===== src/rtl/le_cfg_pkg.sv =====
// Shared constants, encodings and state type for the LE configuration loader.
package le_cfg_pkg;

  localparam int FRAME_W = 15;
  localparam int FUNC_W  = 3;
  localparam int SEL_W   = 6;

  // Logic-element function encodings carried in the func field of each frame.
  typedef enum logic [FUNC_W-1:0] {
    FN_AND  = 3'd0,
    FN_OR   = 3'd1,
    FN_NOT  = 3'd2,
    FN_XOR  = 3'd3,
    FN_XNOR = 3'd4,
    FN_NAND = 3'd5,
    FN_NOR  = 3'd6,
    FN_BUF  = 3'd7
  } le_func_e;

  // Loader control states.
  typedef enum logic [2:0] {
    ST_IDLE,
    ST_SHIFT,
    ST_CHECK,
    ST_COMMIT,
    ST_ERROR
  } cfg_state_e;

  // True when a selector points past the last legal LE input.
  function automatic logic sel_out_of_range(input logic [SEL_W-1:0] sel, input int num_in);
    return int'(sel) >= num_in;
  endfunction

endpackage


===== src/rtl/le_cfg_shadow.sv =====
// Serial shadow register for the LE configuration stream. Bits arrive LSB
// first, LE 0 first, and enter at the top of the register so that after all
// frames have arrived frame k sits at [15k+14:15k]. A frame-position counter
// spots the last bit of each frame so the selectors can be range-checked
// while that frame is still at the top of the register.
module le_cfg_shadow
  import le_cfg_pkg::*;
#(
  parameter int NUM_LE = 8,
  parameter int NUM_IN = 33
) (
  input  logic                      clk,
  input  logic                      rst,
  input  logic                      clear_i,
  input  logic                      shift_i,
  input  logic                      bit_i,
  output logic [NUM_LE*FRAME_W-1:0] shadow_o,
  output logic                      range_err_o
);

  localparam int SHADOW_W = NUM_LE * FRAME_W;
  // Bit index where the frame currently completing starts (its top bit is bit_i).
  localparam int FRAME_BASE = SHADOW_W - (FRAME_W - 1);
  localparam logic [3:0] LAST_POS = 4'(FRAME_W - 1);

  logic [SHADOW_W-1:0] shadow_q, shadow_d;
  logic [3:0]          pos_q, pos_d;
  logic                range_q, range_d;
  logic [SEL_W-1:0]    sel_a, sel_b;

  // Shift in accepted data bits and range-check each frame as it completes.
  always_comb begin
    shadow_d = shadow_q;
    pos_d    = pos_q;
    range_d  = range_q;
    sel_a    = shadow_q[FRAME_BASE+FUNC_W +: SEL_W];
    sel_b    = {bit_i, shadow_q[FRAME_BASE+FUNC_W+SEL_W +: SEL_W-1]};
    if (clear_i) begin
      shadow_d = '0;
      pos_d    = '0;
      range_d  = 1'b0;
    end else if (shift_i) begin
      shadow_d = {bit_i, shadow_q[SHADOW_W-1:1]};
      if (pos_q == LAST_POS) begin
        pos_d = '0;
        if (sel_out_of_range(sel_a, NUM_IN) || sel_out_of_range(sel_b, NUM_IN)) begin
          range_d = 1'b1;
        end
      end else begin
        pos_d = pos_q + 4'd1;
      end
    end
  end

  // Shadow state registers with synchronous reset.
  always_ff @(posedge clk) begin
    if (rst) begin
      shadow_q <= '0;
      pos_q    <= '0;
      range_q  <= 1'b0;
    end else begin
      shadow_q <= shadow_d;
      pos_q    <= pos_d;
      range_q  <= range_d;
    end
  end

  assign shadow_o    = shadow_q;
  assign range_err_o = range_q;

endmodule


===== src/rtl/le_config_loader.sv =====
// Serial configuration loader for a bank of logic elements. A load is
// NUM_LE 15-bit frames plus one even-parity bit. The stream is collected in a
// shadow register and only copied to the active outputs when the parity and
// selector range checks both pass, so a bad load never disturbs the running
// configuration.
module le_config_loader
  import le_cfg_pkg::*;
#(
  parameter int NUM_LE = 8,
  parameter int NUM_IN = 33
) (
  input  logic                        clk,
  input  logic                        rst,
  input  logic                        cfg_start,
  input  logic                        cfg_bit,
  input  logic                        cfg_valid,
  output logic                        cfg_ready,
  output logic                        busy,
  output logic                        cfg_done,
  output logic                        cfg_err,
  output logic [FUNC_W*NUM_LE-1:0]    le_func,
  output logic [2*SEL_W*NUM_LE-1:0]   le_ins
);

  localparam int DATA_BITS = NUM_LE * FRAME_W;
  localparam int CNT_W     = $clog2(NUM_LE * FRAME_W + 2);
  localparam logic [CNT_W-1:0] PARITY_IDX = CNT_W'(DATA_BITS);

  cfg_state_e state_q, state_d;
  logic [CNT_W-1:0] cnt_q, cnt_d;
  logic parity_q, parity_d;
  logic [FUNC_W*NUM_LE-1:0]  func_q, func_d;
  logic [2*SEL_W*NUM_LE-1:0] ins_q, ins_d;

  logic                 shadow_clear;
  logic                 shadow_shift;
  logic [DATA_BITS-1:0] shadow;
  logic                 range_err;
  logic [FUNC_W*NUM_LE-1:0]  func_load;
  logic [2*SEL_W*NUM_LE-1:0] ins_load;

  le_cfg_shadow #(
    .NUM_LE (NUM_LE),
    .NUM_IN (NUM_IN)
  ) u_shadow (
    .clk         (clk),
    .rst         (rst),
    .clear_i     (shadow_clear),
    .shift_i     (shadow_shift),
    .bit_i       (cfg_bit),
    .shadow_o    (shadow),
    .range_err_o (range_err)
  );

  // Unpack each frame: func in the low 3 bits, then sel_a and sel_b which
  // already sit side by side in the order the active bus wants them.
  for (genvar k = 0; k < NUM_LE; k++) begin : g_unpack
    assign func_load[k*FUNC_W +: FUNC_W]  = shadow[k*FRAME_W +: FUNC_W];
    assign ins_load[k*2*SEL_W +: 2*SEL_W] = shadow[k*FRAME_W+FUNC_W +: 2*SEL_W];
  end

  // Next-state logic: bit acceptance, parity accumulation, check and commit.
  always_comb begin
    state_d      = state_q;
    cnt_d        = cnt_q;
    parity_d     = parity_q;
    func_d       = func_q;
    ins_d        = ins_q;
    shadow_clear = 1'b0;
    shadow_shift = 1'b0;
    case (state_q)
      ST_IDLE: begin
        if (cfg_start) begin
          state_d      = ST_SHIFT;
          cnt_d        = '0;
          parity_d     = 1'b0;
          shadow_clear = 1'b1;
        end
      end
      ST_SHIFT: begin
        if (cfg_start) begin
          cnt_d        = '0;
          parity_d     = 1'b0;
          shadow_clear = 1'b1;
        end else if (cfg_valid) begin
          parity_d = parity_q ^ cfg_bit;
          cnt_d    = cnt_q + CNT_W'(1);
          if (cnt_q == PARITY_IDX) begin
            state_d = ST_CHECK;
          end else begin
            shadow_shift = 1'b1;
          end
        end
      end
      ST_CHECK: begin
        state_d = (!parity_q && !range_err) ? ST_COMMIT : ST_ERROR;
      end
      ST_COMMIT: begin
        func_d  = func_load;
        ins_d   = ins_load;
        state_d = ST_IDLE;
      end
      ST_ERROR: begin
        state_d = ST_IDLE;
      end
      default: begin
        state_d = ST_IDLE;
      end
    endcase
  end

  // State, counter, parity and active configuration registers.
  always_ff @(posedge clk) begin
    if (rst) begin
      state_q  <= ST_IDLE;
      cnt_q    <= '0;
      parity_q <= 1'b0;
      func_q   <= '0;
      ins_q    <= '0;
    end else begin
      state_q  <= state_d;
      cnt_q    <= cnt_d;
      parity_q <= parity_d;
      func_q   <= func_d;
      ins_q    <= ins_d;
    end
  end

  // Status outputs are masked by rst so a reset landing on the COMMIT cycle
  // never shows a done pulse for a commit that will not happen.
  assign cfg_ready = (state_q == ST_SHIFT)  && !rst;
  assign busy      = (state_q != ST_IDLE)   && !rst;
  assign cfg_done  = (state_q == ST_COMMIT) && !rst;
  assign cfg_err   = (state_q == ST_ERROR)  && !rst;
  assign le_func   = func_q;
  assign le_ins    = ins_q;

endmodule


===== config.mk =====
export PLATFORM = sky130hd
export DESIGN_NAME = le_config_loader
export DESIGN_NICKNAME = d
export VERILOG_FILES = /design/src/rtl/le_cfg_pkg.sv /design/src/rtl/le_cfg_shadow.sv /design/src/rtl/le_config_loader.sv
export SDC_FILE = /design/constraint.sdc
export NUM_CORES = 1
export LEC_CHECK = 0
export CORE_MARGIN = 1.5
export CORE_UTILIZATION = 58
export CTS_CLUSTER_SIZE = 14
export DETAILED_ROUTE_END_ITERATION = 10
export PLACE_DENSITY = 0.95
export SYNTH_ARGS = -nofsm -noshare
export SYNTH_HDL_FRONTEND = slang
export SYNTH_SLANG_ARGS = --single-unit

===== constraint.sdc =====
create_clock -name clk -period 3 [get_ports clk]
set_input_delay 0.6 -clock clk [delete_from_list [all_inputs] [get_ports clk]]
set_output_delay 0.6 -clock clk [all_outputs]
set_load 0.02 [all_outputs]

Word-level counts from Yosys, hierarchy flattened. Index checks and enable logic that the tools add are counted.

Register bits after elaboration: 256. Input bits: 5. Output and inout bits: 124. Word-level logic and storage cells: 62.

Add/subtract/negate cells: 2. Order comparisons: 2. Equality and inequality tests: 11. Mux-type cells: 21. Bitwise operators: 1. Reduce and logical (&&, ||, !) cells: 17.

Operator list (count): two-way mux 7 bit (3); two-way mux 3 bit (5); case mux 7 bit (2 select lines) (1); >= comparator 6 bit, second input constant (2); two-way mux 1 bit (9); case mux 3 bit (3 select lines) (1); != test 2 bit, second input constant (4); adder 7 x 1 -> 7 bit, second input constant (1); == test 7 bit, second input constant (1); == test 3 x 2 -> 1 bit, second input constant (2); AND reduction 3 bit (2); logical AND 1 bit (5); adder 4 x 1 -> 4 bit, second input constant (1); == test 4 bit, second input constant (1); two-way mux 4 bit (1); AND reduction 4 bit (1); OR reduction 2 bit (2); == test 3 x 1 -> 1 bit, second input constant (1); == test 3 bit, second input constant (1); logical NOT 1 bit (3); logical NOT 3 bit (1); != test 3 bit, second input constant (1); nonzero test 3 bit (1); case mux 1 bit (2 select lines) (1); other kinds (3) (3).

Depth between registers and ports, before layout.
Depth after elaboration: 6. Depth in mapped cells: 9. Mapped depth without buffers: 6.

Cells and area by module. From an unflattened synthesis, not the netlist that was laid out.

Cells, all modules: 1024. Area total of the unflattened synthesis: 9256.4 µm².

Modules (own cells, without submodules): le_config_loader (times used 1, cells an instance 605, area each 4742.0 µm², sequential area each 2622.5 µm²); le_cfg_shadow (times used 1, cells an instance 419, area each 4514.3 µm², sequential area each 2502.4 µm²).

Worst setup path after synthesis. OpenSTA, ideal clock, no wires.

Kind: input port to output port. Start: in rst. End: out cfg_err. Arrival time: 1527 ps. Required time: 2400 ps. Path slack: 873 ps. Stages: 2. Buffers on the path: 1. Cell sequence: clkbuf_1 -> nor4b_1.

Word-level cells in the longest chain between the ends: 2.

RTL lines: start, declared (RTL line le_config_loader.sv:13) `input logic rst,`; logical NOT 1 bit (RTL line le_config_loader.sv:134) `assign cfg_err = (state_q == ST_ERROR) && !rst;`; logical AND 1 bit (RTL line le_config_loader.sv:134); end, declared (RTL line le_config_loader.sv:20) `output logic cfg_err,`.

Every way passes these cells.

Worst setup path in the final report.
Start: reg state_q[0]. End: out cfg_ready.

Word-level cells in the longest chain between the ends: 2.

RTL lines: start, declared (RTL line le_config_loader.sv:29) `cfg_state_e state_q, state_d;`; start signal, assigned (RTL line le_config_loader.sv:121) `state_q <= state_d;`; == test 3 x 1 -> 1 bit (RTL line le_config_loader.sv:131) `assign cfg_ready = (state_q == ST_SHIFT) && !rst;`; logical AND 1 bit (RTL line le_config_loader.sv:131); end, declared (RTL line le_config_loader.sv:17) `output logic cfg_ready,`.

Every way passes these cells.

==> run_summary.xml <==
<?xml version="1.0" encoding="UTF-8"?>
<metrics>
  <group name="run_status">
    <metric name="status" unit="">completed</metric>
  </group>
  <group name="synthesis">
    <metric name="syn-num-nets" unit="">1157</metric>
    <metric name="post-synth-top-area-cell" unit="">sky130_fd_sc_hd__dfxtp_1</metric>
    <metric name="synth.top_cell.area_share" unit="%">56.3</metric>
    <metric name="synth-seq-area-share" unit="%">56.3</metric>
    <metric name="synthArstFlopShare" unit="%">0</metric>
    <metric name="synthCells" unit="">1150</metric>
    <metric name="ys.flop_type" unit="">sky130_fd_sc_hd__dfxtp_1</metric>
    <metric name="synthTopCellsByArea" unit="">sky130_fd_sc_hd__dfxtp_1 (56%), sky130_fd_sc_hd__nand2_1 (20%), sky130_fd_sc_hd__a21oi_1 (14%)</metric>
    <metric name="synth_warnings" unit="">0</metric>
    <metric name="synth_cell_type_count" unit="">39</metric>
    <metric name="yosys_register_bits" unit="">256</metric>
    <metric name="post_synth_instance_area" unit="sq um">9090</metric>
    <metric name="synth-edff-count" unit="">0</metric>
    <metric name="synth.avg_cell_area" unit="sq um">7.91</metric>
  </group>
  <group name="clocking">
    <metric name="cts_inserted_buffers" unit="">25</metric>
    <metric name="post_cts_hold_buffer_count" unit="">0</metric>
    <metric name="worst_setup_hold_path_clk_slew" unit="ps">60</metric>
    <metric name="clock-root-buffer" unit="">sky130_fd_sc_hd__clkbuf_16</metric>
    <metric name="clock_tree_from_tritoncts" unit="">done</metric>
    <metric name="clock_tree.buffer_depth" unit="">3</metric>
    <metric name="post_cts.resized_instances" unit="">0</metric>
    <metric name="clkLatencyLatePin" unit="ps">510</metric>
    <metric name="post_cts.repair.setup_buffers" unit="">0</metric>
    <metric name="tritoncts_num_sinks" unit="">256</metric>
    <metric name="htreeDepth" unit="">1</metric>
  </group>
  <group name="global_routing">
    <metric name="grt_first_pass_wirelength" unit="um">33300</metric>
    <metric name="grt.total_usage" unit="%">24.4</metric>
    <metric name="grt_pass1_vias" unit="">7263</metric>
    <metric name="grt_max_degree" unit="">75</metric>
    <metric name="initial_antenna_violation_count" unit="">0</metric>
    <metric name="overflow" unit="">0</metric>
  </group>
  <group name="power_and_ir_drop">
    <metric name="worst_ir_drop_vdd" unit="uV">384</metric>
    <metric name="power_density" unit="nW/um^2">585</metric>
    <metric name="static-leakage-power" unit="nW">3.53</metric>
    <metric name="total_power" unit="mW">6.58</metric>
  </group>
  <group name="route">
    <metric name="drt_first_iter_violations" unit="">521</metric>
    <metric name="pre_repair_dr_iteration_count" unit="">5</metric>
    <metric name="remaining_drc_errors" unit="">0</metric>
    <metric name="routed_via_count" unit="">7925</metric>
    <metric name="routed_wire_length_per_instance" unit="um">13.9</metric>
    <metric name="count_of_antenna_violating_nets_left_after_detailed_routing" unit="">0</metric>
    <metric name="totalWireLength" unit="um">20300</metric>
    <metric name="via_per_inst" unit="">5.42</metric>
  </group>
  <group name="setup_path">
    <metric name="setup.worst_path.class" unit="">reg -&gt; out</metric>
    <metric name="rr_endpoint" unit="">u_shadow.shadow_o[69]</metric>
    <metric name="r2r_setup_slack" unit="ps">930</metric>
    <metric name="crit_fanout" unit="">10</metric>
    <metric name="worst_ep_required_time" unit="ps">2400</metric>
    <metric name="setup.worst_path.end_class" unit="">output pin</metric>
    <metric name="timing.critical_path.from_type" unit="">flip-flop</metric>
    <metric name="worst_ep_arrival_time" unit="ps">2060</metric>
    <metric name="worstReg2RegStart" unit="">cnt_q[0]</metric>
    <metric name="timing.reg2reg.worst_path_depth" unit="">8</metric>
    <metric name="worstSetupStartpoint" unit="">state_q[0]</metric>
  </group>
  <group name="sta">
    <metric name="finalCritPeriodShare" unit="%">88.8</metric>
    <metric name="max_slew.worst_pin.slew" unit="ps">715</metric>
    <metric name="timing.final.ws_setup" unit="ps">336</metric>
    <metric name="timing.clock.skew" unit="ps">11.8</metric>
    <metric name="rsz_0062_raised_after_global_routing" unit="">false</metric>
    <metric name="timing.setup.tns" unit="ps">0</metric>
    <metric name="setup_viol" unit="">0</metric>
    <metric name="maxClockFrequency" unit="MHz">375</metric>
    <metric name="post-route-min-period" unit="ps">2660</metric>
    <metric name="hold_slack" unit="ps">427</metric>
    <metric name="report.final.hold_viol_count" unit="">0</metric>
    <metric name="final_max_slew_viol_count" unit="">0</metric>
    <metric name="max-slew-margin-rel" unit="%">52.3</metric>
  </group>
  <group name="layout">
    <metric name="n_antenna_cell" unit="">0</metric>
    <metric name="share_of_final_layout_standard_cells_stronger_than_drive_strength_1" unit="%">4.71</metric>
    <metric name="most_common_cell_after_layout_fill_and_taps_aside" unit="">sky130_fd_sc_hd__nand2_1</metric>
    <metric name="mostFrequentLayoutCells" unit="">sky130_fd_sc_hd__nand2_1 (483), sky130_fd_sc_hd__dfxtp_1 (256), sky130_fd_sc_hd__a21oi_1 (250), sky130_fd_sc_hd__clkdlybuf4s50_1 (127), sky130_fd_sc_hd__clkbuf_16 (25)</metric>
    <metric name="utilization" unit="%">73.7</metric>
    <metric name="layout_cells_excl_fill" unit="">1463</metric>
    <metric name="design.final.nets" unit="">1244</metric>
    <metric name="postLayoutCellArea" unit="sq um">11200</metric>
    <metric name="syn2layout_area_growth" unit="%">23.6</metric>
  </group>
  <group name="placed_design">
    <metric name="area_post_placement" unit="sq um">10500</metric>
    <metric name="detailed_place_hpwl" unit="um">12300</metric>
    <metric name="dpl.cell_count" unit="">1421</metric>
    <metric name="detailedPlace.worstSlack" unit="ps">401</metric>
    <metric name="number_of_buffers_added_on_ports" unit="">128</metric>
    <metric name="gp_congestion" unit="">0.854</metric>
  </group>
  <group name="floorplanning">
    <metric name="dieWidth" unit="um">128</metric>
    <metric name="placement_rows" unit="">45</metric>
    <metric name="initial_core_util" unit="%">59.6</metric>
    <metric name="boundaryPins" unit="">129</metric>
    <metric name="die_h" unit="um">128</metric>
    <metric name="fp.coreArea" unit="sq um">15300</metric>
    <metric name="fp.dieArea" unit="sq um">16400</metric>
  </group>
  <group name="job">
    <metric name="max-cap-violations" unit="">0</metric>
  </group>
  <group name="hold_path">
    <metric name="hold-path-cell-count" unit="">2</metric>
    <metric name="holdPathEnd" unit="">le_ins[32]</metric>
    <metric name="hold_path_class" unit="">in -&gt; reg</metric>
    <metric name="worst_hold_startpoint" unit="">rst</metric>
  </group>
</metrics>
## layer usage
metal / wire (um) / GRT usage (%)
met4: 450 / 7.67
met1: 8730 / 30.2
met2: 9980 / 43.0
met3: 1180 / 4.59
met5: 0 / 0
## power by group
group | leakage, nW | switching [mW] | total, mW | internal, mW
clock | 0.386 | 1.23 | 3.03 | 1.80
combinational | 1.08 | 0.107 | 0.140 | 0.0329
sequential | 2.06 | 0.00348 | 3.40 | 3.40
total | 3.53 | 1.34 | 6.58 | 5.23
## how the worst max path moves through the flow
stage / endpoint / cells past startpoint
2_1_floorplan: cfg_err / 2
3_3_place_gp: u_shadow.shadow_o[53] / 6
3_5_place_dp: u_shadow.pos_q[2] / 6
4_1_cts: cfg_ready / 3
5_1_grt: cfg_ready / 3
6_report: cfg_ready / 3
## cells in the mapped netlist, drive strengths merged (3+ instances only)
library cell    n
nand2         484
o21ai           7
inv             6
clkbuf         33
dfxtp         256
nor2           16
nor3            5
or4             4
nand3b          4
a21oi         250
nand3           3
buf            49
## logic make-up after synthesis
kind of cell,synth area share [%]
AOI/OAI and AO/OA,15.2
and+or+nand+nor,23.2
DFF,56.3
xor gates and xnor gates,0.385
buffers and inverters,4.61
adders and majority gates,0.275
## flip-flops by register name, summed over array words and instances (netlist names)
signal                cells
state_q                   3
parity_q                  1
le_ins                   96
cnt_q                     7
u_shadow.range_err_o      1
le_func                  24
u_shadow.pos_q            4
u_shadow.shadow_o       120
## critical path, stage by stage, from the launching register on
cell,delay (ps)
sky130_fd_sc_hd__dfxtp_1,490
sky130_fd_sc_hd__and2b_2,250
sky130_fd_sc_hd__nor3b_1,190
sky130_fd_sc_hd__clkdlybuf4s50_1,630
## final cells by class
cell class,count,area (sq um)
sequential,256,5120
fill,1068,4020
multi-input combinational,805,3580
timing repair buffer,143,1450
clock buffer,36,707
tap,211,264
clock inverter,6,86.3
inverter,6,22.5
No activity file was read; power rests on OpenSTA's default activity.
